--- src/rtl/uart_pkg.sv ---
// Shared definitions for the buffered UART receiver: parity modes,
// receiver FSM states and the FIFO word width helper.
package uart_pkg;

   localparam int PAR_NONE = 0;
   localparam int PAR_ODD  = 1;
   localparam int PAR_EVEN = 2;

   typedef enum logic [2:0] {
      ST_IDLE   = 3'd0,
      ST_START  = 3'd1,
      ST_DATA   = 3'd2,
      ST_PARITY = 3'd3,
      ST_STOP   = 3'd4
   } rx_state_t;

   // A FIFO word carries the data bits plus the frame and parity error flags.
   function automatic int word_width(input int data_bits);
      return data_bits + 2;
   endfunction

endpackage

--- src/rtl/sync_fifo.sv ---
// Show-ahead synchronous FIFO. A push while full is accepted only when a pop
// frees a slot in the same cycle; a pop while empty is ignored.
module sync_fifo #(
   parameter int WIDTH = 10,
   parameter int DEPTH = 16
) (
   input  logic                     clk,
   input  logic                     rst_n,
   input  logic                     push,
   input  logic                     pop,
   input  logic [WIDTH-1:0]         wdata,
   output logic [WIDTH-1:0]         rdata,
   output logic                     full,
   output logic                     empty,
   output logic [$clog2(DEPTH):0]   level
);

   localparam int AW = $clog2(DEPTH);
   localparam int LW = AW + 1;

   logic [WIDTH-1:0] mem [DEPTH];
   logic [AW-1:0]    wptr;
   logic [AW-1:0]    rptr;
   logic             do_push;
   logic             do_pop;

   assign empty   = (level == '0);
   assign full    = (level == LW'(DEPTH));
   assign do_pop  = pop & ~empty;
   assign do_push = push & (~full | do_pop);
   assign rdata   = mem[rptr];

   // Storage, pointers and occupancy; pointers wrap naturally at DEPTH.
   always_ff @(posedge clk) begin
      if (!rst_n) begin
         // NOTE: storage is reset so the head word reads as zero, never X, when empty.
         for (int i = 0; i < DEPTH; i++) mem[i] <= '0;
         wptr  <= '0;
         rptr  <= '0;
         level <= '0;
      end else begin
         if (do_push) begin
            mem[wptr] <= wdata;
            wptr      <= wptr + AW'(1);
         end
         if (do_pop) rptr <= rptr + AW'(1);
         case ({do_push, do_pop})
            2'b10:   level <= level + LW'(1);
            2'b01:   level <= level - LW'(1);
            default: level <= level;
         endcase
      end
   end

endmodule

--- src/rtl/uart_rx_fifo.sv ---
// UART receiver with configurable frame format, start-bit glitch rejection,
// per-word error flags and a show-ahead receive FIFO with overrun detection.
module uart_rx_fifo
   import uart_pkg::*;
#(
   parameter int CLKS_PER_BIT = 10416,
   parameter int DATA_BITS    = 8,
   parameter int PARITY       = 0,
   parameter int STOP_BITS    = 1,
   parameter int FIFO_DEPTH   = 16
) (
   input  logic                         clk,
   input  logic                         rst_n,
   input  logic                         rx_serial_i,
   output logic                         m_valid_o,
   input  logic                         m_ready_i,
   output logic [DATA_BITS-1:0]         m_data_o,
   output logic                         m_frame_err_o,
   output logic                         m_parity_err_o,
   output logic                         overrun_o,
   input  logic                         clr_overrun_i,
   output logic [$clog2(FIFO_DEPTH):0]  level_o,
   output logic                         busy_o
);

   localparam int CW = $clog2(CLKS_PER_BIT);
   localparam int BW = $clog2(DATA_BITS);
   localparam int WW = word_width(DATA_BITS);
   localparam logic [CW-1:0] HALF = CW'(CLKS_PER_BIT / 2);
   localparam logic [CW-1:0] FULL = CW'(CLKS_PER_BIT - 1);

   logic                 sync1;
   logic                 rxs;
   rx_state_t            state, state_next;
   logic [CW-1:0]        cnt, cnt_next;
   logic [BW-1:0]        bit_cnt, bit_next;
   logic [DATA_BITS-1:0] shift, shift_next;
   logic                 par_err, par_next;
   logic                 frame_err, fe_next;
   logic                 push;
   logic                 pop;
   logic                 full;
   logic                 empty;
   logic [WW-1:0]        head;

   // Two-flop synchroniser, reset high so reset never looks like a start bit.
   always_ff @(posedge clk) begin
      // NOTE: non-blocking assignments so each flop captures its pre-edge input.
      if (!rst_n) begin
         sync1 <= 1'b1;
         rxs   <= 1'b1;
      end else begin
         sync1 <= rx_serial_i;
         rxs   <= sync1;
      end
   end

   // Receiver state register and its datapath registers.
   always_ff @(posedge clk) begin
      if (!rst_n) begin
         state     <= ST_IDLE;
         cnt       <= '0;
         bit_cnt   <= '0;
         shift     <= '0;
         par_err   <= 1'b0;
         frame_err <= 1'b0;
      end else begin
         state     <= state_next;
         cnt       <= cnt_next;
         bit_cnt   <= bit_next;
         shift     <= shift_next;
         par_err   <= par_next;
         frame_err <= fe_next;
      end
   end

   // Next-state logic: every sample is taken when the clock counter hits zero.
   always_comb begin
      // NOTE: every output gets a default first, so no path can infer a latch.
      state_next = state;
      cnt_next   = cnt;
      bit_next   = bit_cnt;
      shift_next = shift;
      par_next   = par_err;
      fe_next    = frame_err;
      push       = 1'b0;

      if (state != ST_IDLE && cnt != '0) cnt_next = cnt - CW'(1);

      case (state)
         ST_IDLE: begin
            if (!rxs) begin
               state_next = ST_START;
               cnt_next   = HALF;
            end
         end
         ST_START: begin
            if (cnt == '0) begin
               if (rxs) begin
                  state_next = ST_IDLE;
               end else begin
                  state_next = ST_DATA;
                  cnt_next   = FULL;
                  bit_next   = '0;
                  par_next   = 1'b0;
                  fe_next    = 1'b0;
               end
            end
         end
         ST_DATA: begin
            if (cnt == '0) begin
               cnt_next   = FULL;
               shift_next = {rxs, shift[DATA_BITS-1:1]};
               bit_next   = bit_cnt + BW'(1);
               if (bit_cnt == BW'(DATA_BITS - 1)) begin
                  bit_next   = '0;
                  state_next = (PARITY != PAR_NONE) ? ST_PARITY : ST_STOP;
               end
            end
         end
         ST_PARITY: begin
            if (cnt == '0) begin
               cnt_next   = FULL;
               par_next   = (PARITY == PAR_ODD) ? ~(^shift ^ rxs) : (^shift ^ rxs);
               state_next = ST_STOP;
            end
         end
         ST_STOP: begin
            if (cnt == '0) begin
               cnt_next = FULL;
               fe_next  = frame_err | ~rxs;
               bit_next = bit_cnt + BW'(1);
               if (bit_cnt == BW'(STOP_BITS - 1)) begin
                  bit_next   = '0;
                  push       = 1'b1;
                  state_next = ST_IDLE;
               end
            end
         end
         default: state_next = ST_IDLE;
      endcase
   end

   assign pop = m_valid_o & m_ready_i;

   sync_fifo #(
      .WIDTH (WW),
      .DEPTH (FIFO_DEPTH)
   ) u_fifo (
      .clk   (clk),
      .rst_n (rst_n),
      .push  (push),
      .pop   (pop),
      .wdata ({par_err, fe_next, shift_next}),
      .rdata (head),
      .full  (full),
      .empty (empty),
      .level (level_o)
   );

   // Sticky overrun flag; a new drop in the same cycle as a clear wins.
   always_ff @(posedge clk) begin
      if (!rst_n)                     overrun_o <= 1'b0;
      else if (push & full & ~pop)    overrun_o <= 1'b1;
      else if (clr_overrun_i)         overrun_o <= 1'b0;
   end

   assign m_valid_o      = ~empty;
   assign m_data_o       = head[DATA_BITS-1:0];
   assign m_frame_err_o  = head[DATA_BITS];
   assign m_parity_err_o = head[DATA_BITS+1];
   assign busy_o         = (state != ST_IDLE);

endmodule

--- config.mk ---
export PLATFORM = sky130hd
export DESIGN_NAME = uart_rx_fifo
export DESIGN_NICKNAME = d
export VERILOG_FILES = /design/src/rtl/uart_pkg.sv /design/src/rtl/sync_fifo.sv /design/src/rtl/uart_rx_fifo.sv
export SDC_FILE = /design/constraint.sdc
export NUM_CORES = 1
export LEC_CHECK = 0
export BUFFER_PORTS_ARGS = -buffer_cell sky130_fd_sc_hd__buf_2
export CORE_MARGIN = 1
export CORE_UTILIZATION = 63
export CTS_CLUSTER_DIAMETER = 150
export DETAILED_ROUTE_END_ITERATION = 12
export PLACE_DENSITY = 0.8
export SYNTH_ARGS = -nofsm -noshare
export SYNTH_HDL_FRONTEND = slang
export SYNTH_SLANG_ARGS = --single-unit
--- constraint.sdc ---
create_clock -name clk -period 4.6 [get_ports clk]
set_input_delay 0.46 -clock clk [delete_from_list [all_inputs] [get_ports clk]]
set_output_delay 0.46 -clock clk [all_outputs]
set_load 0.01 [all_outputs]
After elaboration in Yosys (flattened, before gate mapping)
Memories as Yosys holds them, arrays and structs flattened. A register that Yosys moved wholly into a read port is not among the register bits.
Cells that the tools add are included.
{ "word_totals": {"regBits": 46, "ram_bits": 160, "input_bits": 5, "output_inout_bits": 18, "n_memories": 1} }
{ "mem_list": {"columns": ["name", "depth", "width", "rd", "rd_clocked_by_memory_dff", "wr", "line_no", "rtl"], "rows": [
  ["u_fifo.mem", 16, 10, 1, 1, 16, "sync_fifo.sv:21", "logic [WIDTH-1:0] mem [DEPTH];"]
]} }
{ "op_classes": {"addsub": 6, "eq_ne": 16, "mux": 47, "n_bitwise": 12, "n_reduce_logical": 17} }
{ "op_table": {"columns": ["op", "count"], "rows": [
  ["two-way mux 14 bit", 5],
  ["one-hot mux 14 bit (3 select lines)", 1],
  ["two-way mux 3 bit", 13],
  ["two-way mux 1 bit", 16],
  ["two-way mux 8 bit", 2],
  ["!= test 2 bit (second input constant)", 8],
  ["one-hot mux 3 bit (5 select lines)", 1],
  ["zero test 14 bit", 1],
  ["nonzero test 14 bit", 1],
  ["subtractor 14 x 1 -> 14 bit (second input constant)", 1],
  ["two-way mux 4 bit", 3],
  ["two-way mux 10 bit", 1],
  ["one-hot mux 5 bit (2 select lines)", 1],
  ["OR reduction 10 bit", 1],
  ["one-hot mux 3 bit (3 select lines)", 1],
  ["adder 4 x 1 -> 4 bit (second input constant)", 2],
  ["parity 8 bit", 1],
  ["AND reduction 7 bit", 1],
  ["== test 3 x 2 -> 1 bit (second input constant)", 2],
  ["== test 3 bit (second input constant)", 2],
  ["zero test 3 bit", 2],
  ["nonzero test 2 bit", 3],
  ["nonzero test 3 bit", 2],
  ["adder 5 x 1 -> 5 bit (second input constant)", 1],
  ["17 further kinds", 26]
]} }

Logic depth before layout (Yosys ltp)
Gate-level depths: netlist of the first run.
{ "logic_depth": {"depth_word": 11, "mapped_depth": 13} }

Modules after synthesis
Synthesis of the first run repeated with hierarchy kept, for this count alone.
{ "hier_totals": {"hier_cells": 799, "hier_area_um2": 9818.2} }
{ "modules_own_cells": {"columns": ["module", "instances", "cells_each", "area_per_inst_um2", "seq_area_each_um2"], "rows": [
  ["sync_fifo", 1, 597, 8034.0, 5144.9],
  ["uart_rx_fifo", 1, 202, 1784.2, 660.6]
]} }

Least setup slack after synthesis of the first run
No wires, ideal clock.
{ "synth_path": {"path_kind": "register -> register", "start": "register cnt[5]", "end": "memory u_fifo.mem[12][0], enable pin", "arrival_ps": 2810, "t_required_ps": 4209, "slack_ps": 1399, "stages_incl_launch_ff": 7, "path_buffers": 1, "cell_sequence": "dfxtp_1 > or4_4 > or3_1 > buf_2 > nor4_4 > nand3_1 > o21ai_0"} }
{ "synth_lines": {"columns": ["element", "line_no", "rtl"], "rows": [
  ["start, declared", "uart_rx_fifo.sv:35", "logic [CW-1:0] cnt, cnt_next;"],
  ["start signal, assigned", "uart_rx_fifo.sv:69", "cnt <= cnt_next;"],
  ["end, declared", "sync_fifo.sv:21", null]
]} }

==> impl_metrics.yaml, run 1 <==
run_status:
  status: "complete, no violations"
critical_path:
  path_class: "flop to flop"
  crit_path_end_kind: "flop"
  path_cells: "or4_4, or3_1, nor4_4, nand2_2, o21ai_1"
  r2r_setup_slack_ns: 1.06
  crit_buf_inv: 0
  crit_slowest_cell: "o21ai_1"
  worstPathArrival_ns: 3.65
  cp_top_family: "simple AND/OR/NAND/NOR gates"
  crit_cells: 5
  max_stage_delay_ns: 0.86
  required_ns: 4.72
  r2r-start: "cnt[5]"
  crit_path_start: "cnt[5]"
  cp-endpoint: "u_fifo.mem[1][8]"
  r2r-end: "u_fifo.mem[1][8]"
  worstSetupStartpointType: "flop"
  reg2reg_depth: 5
  path_max_fanout: 10
yosys:
  synth_area_mm2: 0.00981
  synth.distinct_cells: 64
  synth-edff-count: 160
  syn_avg_cell_area_um2: 13.0
  synth_warnings: 0
  synth_ff_type: "edfxtp_1"
  synth_nets: 774
  synth-seq-area-share: 0.592
  synth_cells: 756
  synthArstFlopShare: 0
  synth.ff_latch_count: 210
placed_design:
  io_buffer_count: 22
  dp.cells: 940
  gp_congestion: 0.929
  place_hpwl_mm: 15.3
  dp_slack_ns: 1.08
clock_tree:
  max-clock-path-buffers: 3
  clockRootBuffer: "clkbuf_16"
  hold_buffers: 0
  path_clk_slew_ns: 0.06
  postCtsResizedCells: 0
  cts_buffers: 22
  cts_tree: "yes"
  h-tree-depth: 1
  clkLatencyLatePin_ns: 0.51
  clkSinkCount: 210
  postCtsSetupRepairBufs: 0
timing:
  final.period_utilization: 0.769
  worst_pin_slew_ns: 1.11
  hold_violations: 0
  worst_slack_ns: 1.06
  relSlewSlack: 0.257
  timing.setup.tns_ns: 0
  drv_slew: 0
  max_freq_ghz: 0.283
  setup_violations: 0
  period_minus_slack_ns: 3.54
  rsz0062_at_grt: "no"
  fin_skew_ns: 0.0149
floorplan:
  start_util: 0.645
  core_area_mm2: 0.0152
  die_height_um: 127
  die_w_um: 127
  placementRows: 45
  num_io_pins: 23
  dieArea_mm2: 0.0161
layout:
  area_growth_pct: 9.36
  nets: 794
  layoutNonFillerInstCount: 981
  drive_above_1_share: 0.184
pwr:
  switching_share: 0.307
  leakage_uw: 0.00359
  peakVddDrop_v: 0.000515
  p_clk_frac: 0.312
  switchingPower_uw: 1620
  combPwrFrac: 0.256
  finalPower_uw: 5260
  intPower_uw: 3650
  power.density_mw_per_mm2: 490
  seq_power_share: 0.432
detailed_routing:
  first_pass_iters: 6
  via_count: 6440
  via_per_inst: 6.56
  drc: 0
  antenna_left: 0
  drt_iter0_markers: 833
  drt_wl_total_mm: 23.0
  post_drt_wl_per_cell_um: 23.5
global_routing:
  grt.total_usage: 0.302
  antenna_found_initial: 1
  gr-total-overflow: 0
  grt_pass1_vias: 6364
  grt_max_degree: 45
  grt_pass1_wl_mm: 35.9
flow_run:
  cap_viol_max_count: 0
min_path:
  hp-class: "primary input to flop"
## routing by layer
layer  global-route usage  part of all wire
met3               0.0671              0.10
met5                    0                 0
met1                0.386              0.36
met4                0.116             0.033
met2                0.507              0.50
## power by group through the flow
stage	sequential (uW)	combinational, uW	clock (uW)
finish	2270	1340	1640
global route	2290	1460	1720
CTS	2270	1330	1650
detailed placement	2310	1320	0
global placement	2300	1290	0
floorplan	2270	1040	0
## kinds of logic after synthesis
| family | Yosys count | share of synthesized area |
|---|---|---|
| AO/OA/AOI/OAI | 71 | 0.0457 |
| XOR/XNOR | 20 | 0.0179 |
| adder cells (fa/ha/maj) | 13 | 0.0173 |
| buffers and inverters | 62 | 0.0286 |
| flip-flops | 210 | 0.592 |
| multiplexers | 68 | 0.143 |
| AND/OR/NAND/NOR | 312 | 0.156 |
## sequential cells by signal (all words and copies together), names as in the netlist, named ones only
| name | count |
|---|---|
| bit_cnt | 3 |
| cnt | 14 |
| frame_err | 1 |
| overrun_o | 1 |
| par_err | 1 |
| rxs | 1 |
| shift | 8 |
| state | 3 |
| sync1 | 1 |
| u_fifo.level | 5 |
| u_fifo.mem | 160 |
| u_fifo.rptr | 4 |
| u_fifo.wptr | 4 |
## cell type report
cell class | count | area [um2]
diodes | 1 | 2.50
fillers | 1056 | 4470
inverters | 22 | 82.6
clock buffers | 32 | 588
well taps | 188 | 235
clock inverters | 8 | 72.6
flip-flops and latches | 210 | 5810
multi-input cells | 484 | 3730
repair buffers | 36 | 215
## cells in the mapped netlist, drive strengths merged, types with 16 or more instances
master / number / area share
a21oi: 18 / 0.0092
o21ai: 22 / 0.011
nand4: 16 / 0.013
edfxtp: 160 / 0.49
dfxtp: 50 / 0.10
nand3: 18 / 0.017
mux2i: 18 / 0.029
nor2: 198 / 0.076
nand2: 26 / 0.010
clkbuf: 23 / 0.0088
buf: 17 / 0.011
mux4: 50 / 0.11
inv: 21 / 0.0080
## cell usage in the layout (no fill, tap or decap), types with 4 or more instances in the layout
| cell type | count |
|---|---|
| mux2i_1 | 10 |
| nand3_1 | 11 |
| buf_2 | 22 |
| nand4_1 | 11 |
| and2_1 | 4 |
| a21oi_1 | 18 |
| or4_1 | 6 |
| mux4_2 | 50 |
| nor2b_1 | 4 |
| edfxtp_1 | 160 |
| clkbuf_1 | 10 |
| or3_1 | 4 |
| nor3_1 | 6 |
| xnor2_1 | 15 |
| nand4_2 | 5 |
| inv_1 | 20 |
| clkbuf_16 | 22 |
| nand2b_1 | 13 |
| nand3_4 | 5 |
| dfxtp_1 | 48 |
| nor2_1 | 197 |
| clkinv_1 | 4 |
| a31oi_1 | 4 |
| o21ai_1 | 8 |
| nand2_1 | 24 |
| buf_4 | 14 |
| mux2i_4 | 8 |
| nor3b_1 | 4 |
| ha_1 | 12 |
| o21ai_0 | 14 |
| o31ai_1 | 4 |
| xor2_1 | 5 |
## through the flow
| step | area [um2] | hold WS (ns) | util |
|---|---|---|---|
| after floorplan | 9810 | 0.386 | - |
| after global placement | 10100 | 0.401 | 0.662 |
| after detailed placement | 10100 | 0.397 | 0.662 |
| after CTS | 10700 | 0.130 | 0.706 |
| after global routing | 10700 | 0.151 | 0.706 |
| final | 10700 | 0.139 | 0.706 |
## worst min path at each step
stage                start    end  slack (ns)  cells past startpoint
5_1_grt        rx_serial_i  sync1        0.15                      2
3_3_place_gp         sync1    rxs        0.40                      1
2_1_floorplan        sync1    rxs        0.39                      1
3_5_place_dp         sync1    rxs        0.40                      1
4_1_cts        rx_serial_i  sync1        0.13                      2
6_report       rx_serial_i  sync1        0.14                      2
(Power assumes the default switching activity.)
==> run 2: changes to the inputs <==
CORE_UTILIZATION = 56   (was 63)
PLACE_DENSITY = 0.75   (was 0.8)
clock period = 2.9 ns   (was 4.6 ns; I/O delays follow)
==> run 2 against run 1 <==
- critical path depth is 1 lower
- global-route usage decreased by 3.6 points
- highest routed layer unchanged
- first-iteration DRC count decreased by 39%
- die area grew 12%
- combinational power grew 78%
- largest cell class unchanged
==> impl_metrics.yaml, run 2 (synthesis results as in run 1) <==
placed_design:
  gp_congestion: 0.900
  dpl_cell_area_mm2: 0.0105
  dp_slack_ns: 0.0841
  place_hpwl_mm: 15.7
  io_buffer_count: 22
timing:
  fin_skew_ns: 0.0141
  rsz0062_at_grt: "no"
  max_freq_ghz: 0.358
  relSlewSlack: 0.463
  setup_violations: 0
  worst_pin_slew_ns: 0.805
  final.period_utilization: 0.964
  drv_slew: 0
  hold_violations: 0
  worst_slack_ns: 0.104
  period_minus_slack_ns: 2.80
floorplan:
  num_io_pins: 23
  dieArea_mm2: 0.0181
  die_w_um: 134
  core_area_mm2: 0.0172
  die_height_um: 134
  placementRows: 48
  start_util: 0.571
global_routing:
  grt_max_degree: 44
  grt_pass1_wl_mm: 36.0
  gr-total-overflow: 0
  antenna_found_initial: 0
  grt_pass1_vias: 6521
  grt.total_usage: 0.265
clock_tree:
  path_clk_slew_ns: 0.06
  clkLatencyLatePin_ns: 0.49
  clockRootBuffer: "clkbuf_16"
  cts_tree: "yes"
  clkSinkCount: 210
  postCtsSetupRepairBufs: 0
  max-clock-path-buffers: 3
  h-tree-depth: 1
  cts_buffers: 22
detailed_routing:
  drt_iter0_markers: 505
  post_drt_wl_per_cell_um: 21.6
  via_count: 6501
  via_per_inst: 6.17
  first_pass_iters: 5
  drt_wl_total_mm: 22.8
  drc: 0
  antenna_left: 0
layout:
  largest-register: "u_fifo.mem"
  utilization: 0.654
  largest_registers: "u_fifo.mem x160, cnt x14, shift x8"
  drive_above_1_share: 0.233
  nets: 830
  layout_common_cells: "197 x nor2_1, 160 x edfxtp_1, 50 x mux4_2, 49 x dfxtp_1, 43 x buf_4"
  design_area_mm2: 0.0112
  largest_register_ffs: 160
  area_growth_pct: 14.5
  multi_input_area_mm2: 0.00378
  num-fill-cells: 1269
  diodes: 0
  mostFrequentLayoutCell: "nor2_1"
  ff_latch_area_mm2: 0.00581
critical_path:
  worstSetupStartpointType: "flop"
  path_cells: "buf_4, mux4_2, mux4_2, buf_2"
  cp_top_family: "multiplexers"
  max_stage_delay_ns: 0.64
  cp_common_cell: "mux4_2"
  crit_path_end_kind: "primary output"
  crit_slowest_cell: "mux4_2"
  r2r-start: "cnt[5]"
  path_max_fanout: 20
  crit_buf_inv: 2
  required_ns: 2.61
  worstPathArrival_ns: 2.51
  path_class: "flop to primary output"
pwr:
  leakage_uw: 0.00384
  peakVddDrop_v: 0.000858
  power.density_mw_per_mm2: 782
  finalPower_uw: 8790
min_path:
  hp-class: "primary input to flop"
  worstHoldStart: "clr_overrun_i"
run_status:
  status: "complete, no violations"
flow_run:
  cap_viol_max_count: 0
-- run 2: cell count changes in the layout (fill, tap and decap cells not counted), moves of 2 or more --
cell | before | now
o21ai_1 | 8 | 1
clkinv_1 | 4 | 6
o21ai_0 | 14 | 9
buf_4 | 14 | 43
buf_12 | 0 | 6
clkbuf_1 | 10 | 8
o21ai_2 | 0 | 12
clkinv_2 | 3 | 0
bufinv_16 | 1 | 3
-- run 2: area by class of cell --
cell class | count | share of cell area
inverter | 22 | 0.00735
tap | 225 | 0.0250
clock buffer | 32 | 0.0551
multi-input combinational | 484 | 0.336
sequential | 210 | 0.517
clock inverter | 8 | 0.00968
timing repair buffer | 72 | 0.0501
-- run 2: path summary, 6_finish.rpt --
| kind | end | slack (ns) | depth (start not counted) |
|---|---|---|---|
| hold reg to reg | rxs | 0.42 | 1 |
| hold / removal | overrun_o | 0.06 | 3 |
| setup reg to reg | u_fifo.mem[11][6] | 0.17 | 7 |
| setup / recovery | m_data_o[1] | 0.10 | 4 |
-- run 2: where the power goes --
part,switching [uW],internal (uW),total (uW)
Clock,1100,1740,2840
Sequential,154,3420,3570
Combinational,1350,1030,2380
Total,2600,6190,8790
-- run 2: repair_timing --
item / 4_1_cts / 5_1_grt
endpoints found under the setup margin: 0 / 1
hold endpoints to repair: 1 / 0
gates resized for setup: 0 / 2
hold buffers: 1 / 0
-- run 2: through the flow --
step | cells | setup TNS (ns) | hold WS, ns
finish | 1053 | 0 | 0.0565
global route | 1053 | 0 | 0.0584
CTS | 1053 | 0 | 0.0419
detailed placement | 1012 | 0 | 0.408
global placement | 1012 | 0 | 0.394
floorplan | 756 | -9.26 | 0.386
-- run 2: per-layer routing --
| metal | up-vias | wire [um] | global-route usage | share of wire |
|---|---|---|---|---|
| met5 | - | 0 | 0 | 0 |
| met4 | 0 | 692 | 0.0930 | 0.030 |
| met2 | 302 | 11700 | 0.466 | 0.52 |
| met3 | 46 | 1670 | 0.0385 | 0.073 |
| li1 | 2901 | - | - | - |
| met1 | 3252 | 8690 | 0.337 | 0.38 |
-- run 2: worst register-to-register path: cells and delay by family, from the launching register on --
kind	cells	cell delay, ns
and+or+nand+nor	4	1.48
buffers and inverters	2	0.43
AOI/OAI and AO/OA	1	0.21
DFF	1	0.33
==> run 3: changes to the inputs <==
--- a/config.mk
+++ b/config.mk
@@ -7,8 +7,9 @@
 export LEC_CHECK = 0
+export ABC_AREA = 1
 export BUFFER_PORTS_ARGS = -buffer_cell sky130_fd_sc_hd__buf_2
 export CORE_MARGIN = 1
-export CORE_UTILIZATION = 56
+export CORE_UTILIZATION = 57
 export CTS_CLUSTER_DIAMETER = 150
 export DETAILED_ROUTE_END_ITERATION = 12
-export PLACE_DENSITY = 0.75
+export PLACE_DENSITY = 0.77
 export SYNTH_ARGS = -nofsm -noshare
==> constraint.sdc (replaced) <==
create_clock -name clk -period 2.9 [get_ports clk]
set_input_delay 0.725 -clock clk [delete_from_list [all_inputs] [get_ports clk]]
set_output_delay 0.725 -clock clk [all_outputs]
set_load 0.01 [all_outputs]
==> run 3 against run 2 <==
- wire length is 0.83% higher
- area after synthesis is 1.8% higher
- design area is 0.32% lower
- global-route usage is 0.58 points lower
- register-to-register slack better by 0.08 ns
- power is 12% higher
- clock skew is 0.0029 ns lower
- hold slack better by 0.35 ns
- critical path type unchanged
==> impl_metrics.yaml, run 3 <==
detailed_routing:
  post_drt_wl_per_cell_um: 17.5
  drt_iter0_markers: 765
  drc: 0
  wl_met3_mm: 2.05
  first_pass_iters: 5
  via_count: 7410
  route.met2.wl_mm: 10.9
  via_per_inst: 5.64
  wl_met1_mm: 9.32
  antenna_left: 0
  drt_wl_total_mm: 23.0
  top_layer: "met4"
yosys:
  synth-compound-area-share: 0.102
  synth_top_family_by_area: "simple AND/OR/NAND/NOR gates"
  synth-simple-area-share: 0.172
  synth_cells: 1044
  synth_nets: 1062
  synthMuxAreaShare: 0.0484
  synth_xor_area_frac: 0.0149
  syn_avg_cell_area_um2: 9.56
  synth_warnings: 0
  synthArstFlopShare: 0
  synth_area_leaders: "edfxtp_1 48%, dfxtp_1 10%, nor2_1 8.6%"
  synth_largest_area_cell: "edfxtp_1"
  synth.distinct_cells: 38
  synth_area_mm2: 0.00998
  synthTopCellsByCount: "230 x nor2_1, 160 x edfxtp_1, 134 x nand2_1"
  synth-seq-area-share: 0.581
  synth.most_common_cell: "nor2_1"
  synthAdderAreaFrac: 0.0170
  yosysTopAreaCellShare: 0.481
  synth-edff-count: 160
  synth_ff_type: "edfxtp_1"
  synth.ff_latch_count: 210
timing:
  timing.setup.tns_ns: 0
  hold_violations: 0
  worst_pin_slew_ns: 1.22
  max_freq_ghz: 0.356
  relSlewSlack: 0.189
  period_minus_slack_ns: 2.81
  fin_skew_ns: 0.0112
  setup_violations: 0
  worst_slack_ns: 0.0922
  final.period_utilization: 0.968
  drv_slew: 0
  rsz0062_at_grt: "no"
placed_design:
  io_buffer_count: 22
  dp_slack_ns: 0.280
  dpl_cell_area_mm2: 0.0104
  place_hpwl_mm: 15.1
  gp_congestion: 0.837
global_routing:
  antenna_found_initial: 0
  grt.total_usage: 0.260
  grt_pass1_vias: 6914
  gr-total-overflow: 0
  grt_pass1_wl_mm: 35.8
  grt_max_degree: 34
layout:
  largest_register_ffs: 160
  mostFrequentLayoutCell: "nor2_1"
  layout_common_cells: "230 x nor2_1, 160 x edfxtp_1, 134 x nand2_1, 95 x inv_1, 60 x o21ai_0"
  drive_above_1_share: 0.113
  largest-register: "u_fifo.mem"
  diodes: 0
  largest_registers: "u_fifo.mem x160, cnt x14, shift x8"
  nets: 1089
  design_area_mm2: 0.0112
  area_growth_pct: 12.2
floorplan:
  num_io_pins: 23
  die_height_um: 134
  dieArea_mm2: 0.0180
  die_w_um: 134
  start_util: 0.581
  placementRows: 48
  core_area_mm2: 0.0172
clock_tree:
  clkLatencyLatePin_ns: 0.50
  path_clk_slew_ns: 0.06
  max-clock-path-buffers: 3
  clockRootBuffer: "clkbuf_16"
  clkSinkCount: 210
  cts_tree: "yes"
  cts_buffers: 23
  h-tree-depth: 1
critical_path:
  path_class: "flop to primary output"
  crit_path_end_kind: "primary output"
  crit_slowest_cell: "dfxtp_1"
  worstPathArrival_ns: 2.08
  r2r-end: "u_fifo.mem[14][8]"
  path_max_fanout: 21
  max_stage_delay_ns: 0.38
  r2r-start: "cnt[0]"
  worstSetupStartpointType: "flop"
  required_ns: 2.17
  reg2reg_depth: 10
  path_cells: "buf_6, inv_1, buf_4, o211ai_1, nand3_1, nand2_1, buf_2"
  r2r_setup_slack_ns: 0.25
pwr:
  peakVddDrop_v: 0.00100
  leakage_uw: 0.00429
  power.density_mw_per_mm2: 878
min_path:
  hp-class: "flop to flop"
  worstHoldStart: "sync1"
  hold_depth: 1
  whs_endpoint: "rxs"
flow_run:
  cap_viol_max_count: 0
run_status:
  status: "complete, no violations"
## run 3: timing repair
action / CTS / global route
gates resized for setup: 0 / 8
hold buffers: 0 / 0
endpoints found under the hold margin: 0 / 0
setup endpoints to repair: 4 / 6
setup buffers: 3 / 0
## run 3: cells by family after synthesis
| group | Yosys count |
|---|---|
| adders and majority gates | 13 |
| AOI/OAI and AO/OA | 176 |
| and+or+nand+nor | 423 |
| xor gates and xnor gates | 17 |
| DFF | 210 |
| muxes | 46 |
| buffers and inverters | 159 |
## run 3: cell type report
class	count	area [um2]
clock buffer	33	633
clock inverter	9	101
fill	1372	5970
inverter	99	372
multi-input combinational	675	3540
sequential	210	5810
tap	225	282
timing repair buffer	62	464
## run 3: worst max path at each step
stage | startpoint | to | slack, ns | cells past startpoint
after floorplan | m_ready_i | u_fifo.mem[0][0] | 0.67 | 9
after global placement | m_ready_i | u_fifo.mem[14][5] | 0.33 | 9
after detailed placement | m_ready_i | u_fifo.mem[14][5] | 0.28 | 9
after CTS | flop | m_data_o[0] | 0.05 | 7
after global routing | flop | m_data_o[3] | 0.03 | 6
final | flop | m_parity_err_o | 0.09 | 7
## run 3: layer usage
layer | global-route usage | up-vias
met4 | 0.0943 | 0
li1 | - | 3566
met1 | 0.350 | 3454
met2 | 0.431 | 335
met3 | 0.0355 | 55
met5 | 0 | -
## run 3: worst max-delay path, delay by kind of cell (launching register included)
| family | cells | cell delay, ns |
|---|---|---|
| flip-flops | 1 | 0.38 |
| buffers and inverters | 4 | 0.62 |
| AO/OA/AOI/OAI | 1 | 0.31 |
| AND/OR/NAND/NOR | 2 | 0.25 |
## run 3: report_power, final
part | internal, uW | leakage, uW | switching [uW]
combinational | 1170 | 0.00186 | 2130
sequential | 3480 | 0.00206 | 222
clock | 1700 | 0.000362 | 1130
total | 6350 | 0.00429 | 3480
## run 3: metrics by stage
stage               power, uW  cells  hold WS [ns]  utilization
floorplan                6080   1044         0.393            -
global placement         6870   1268         0.394        0.607
detailed placement       6930   1268         0.398        0.607
CTS                      9810   1313         0.401        0.652
global route            10400   1313         0.415        0.652
finish                   9830   1313         0.412        0.652
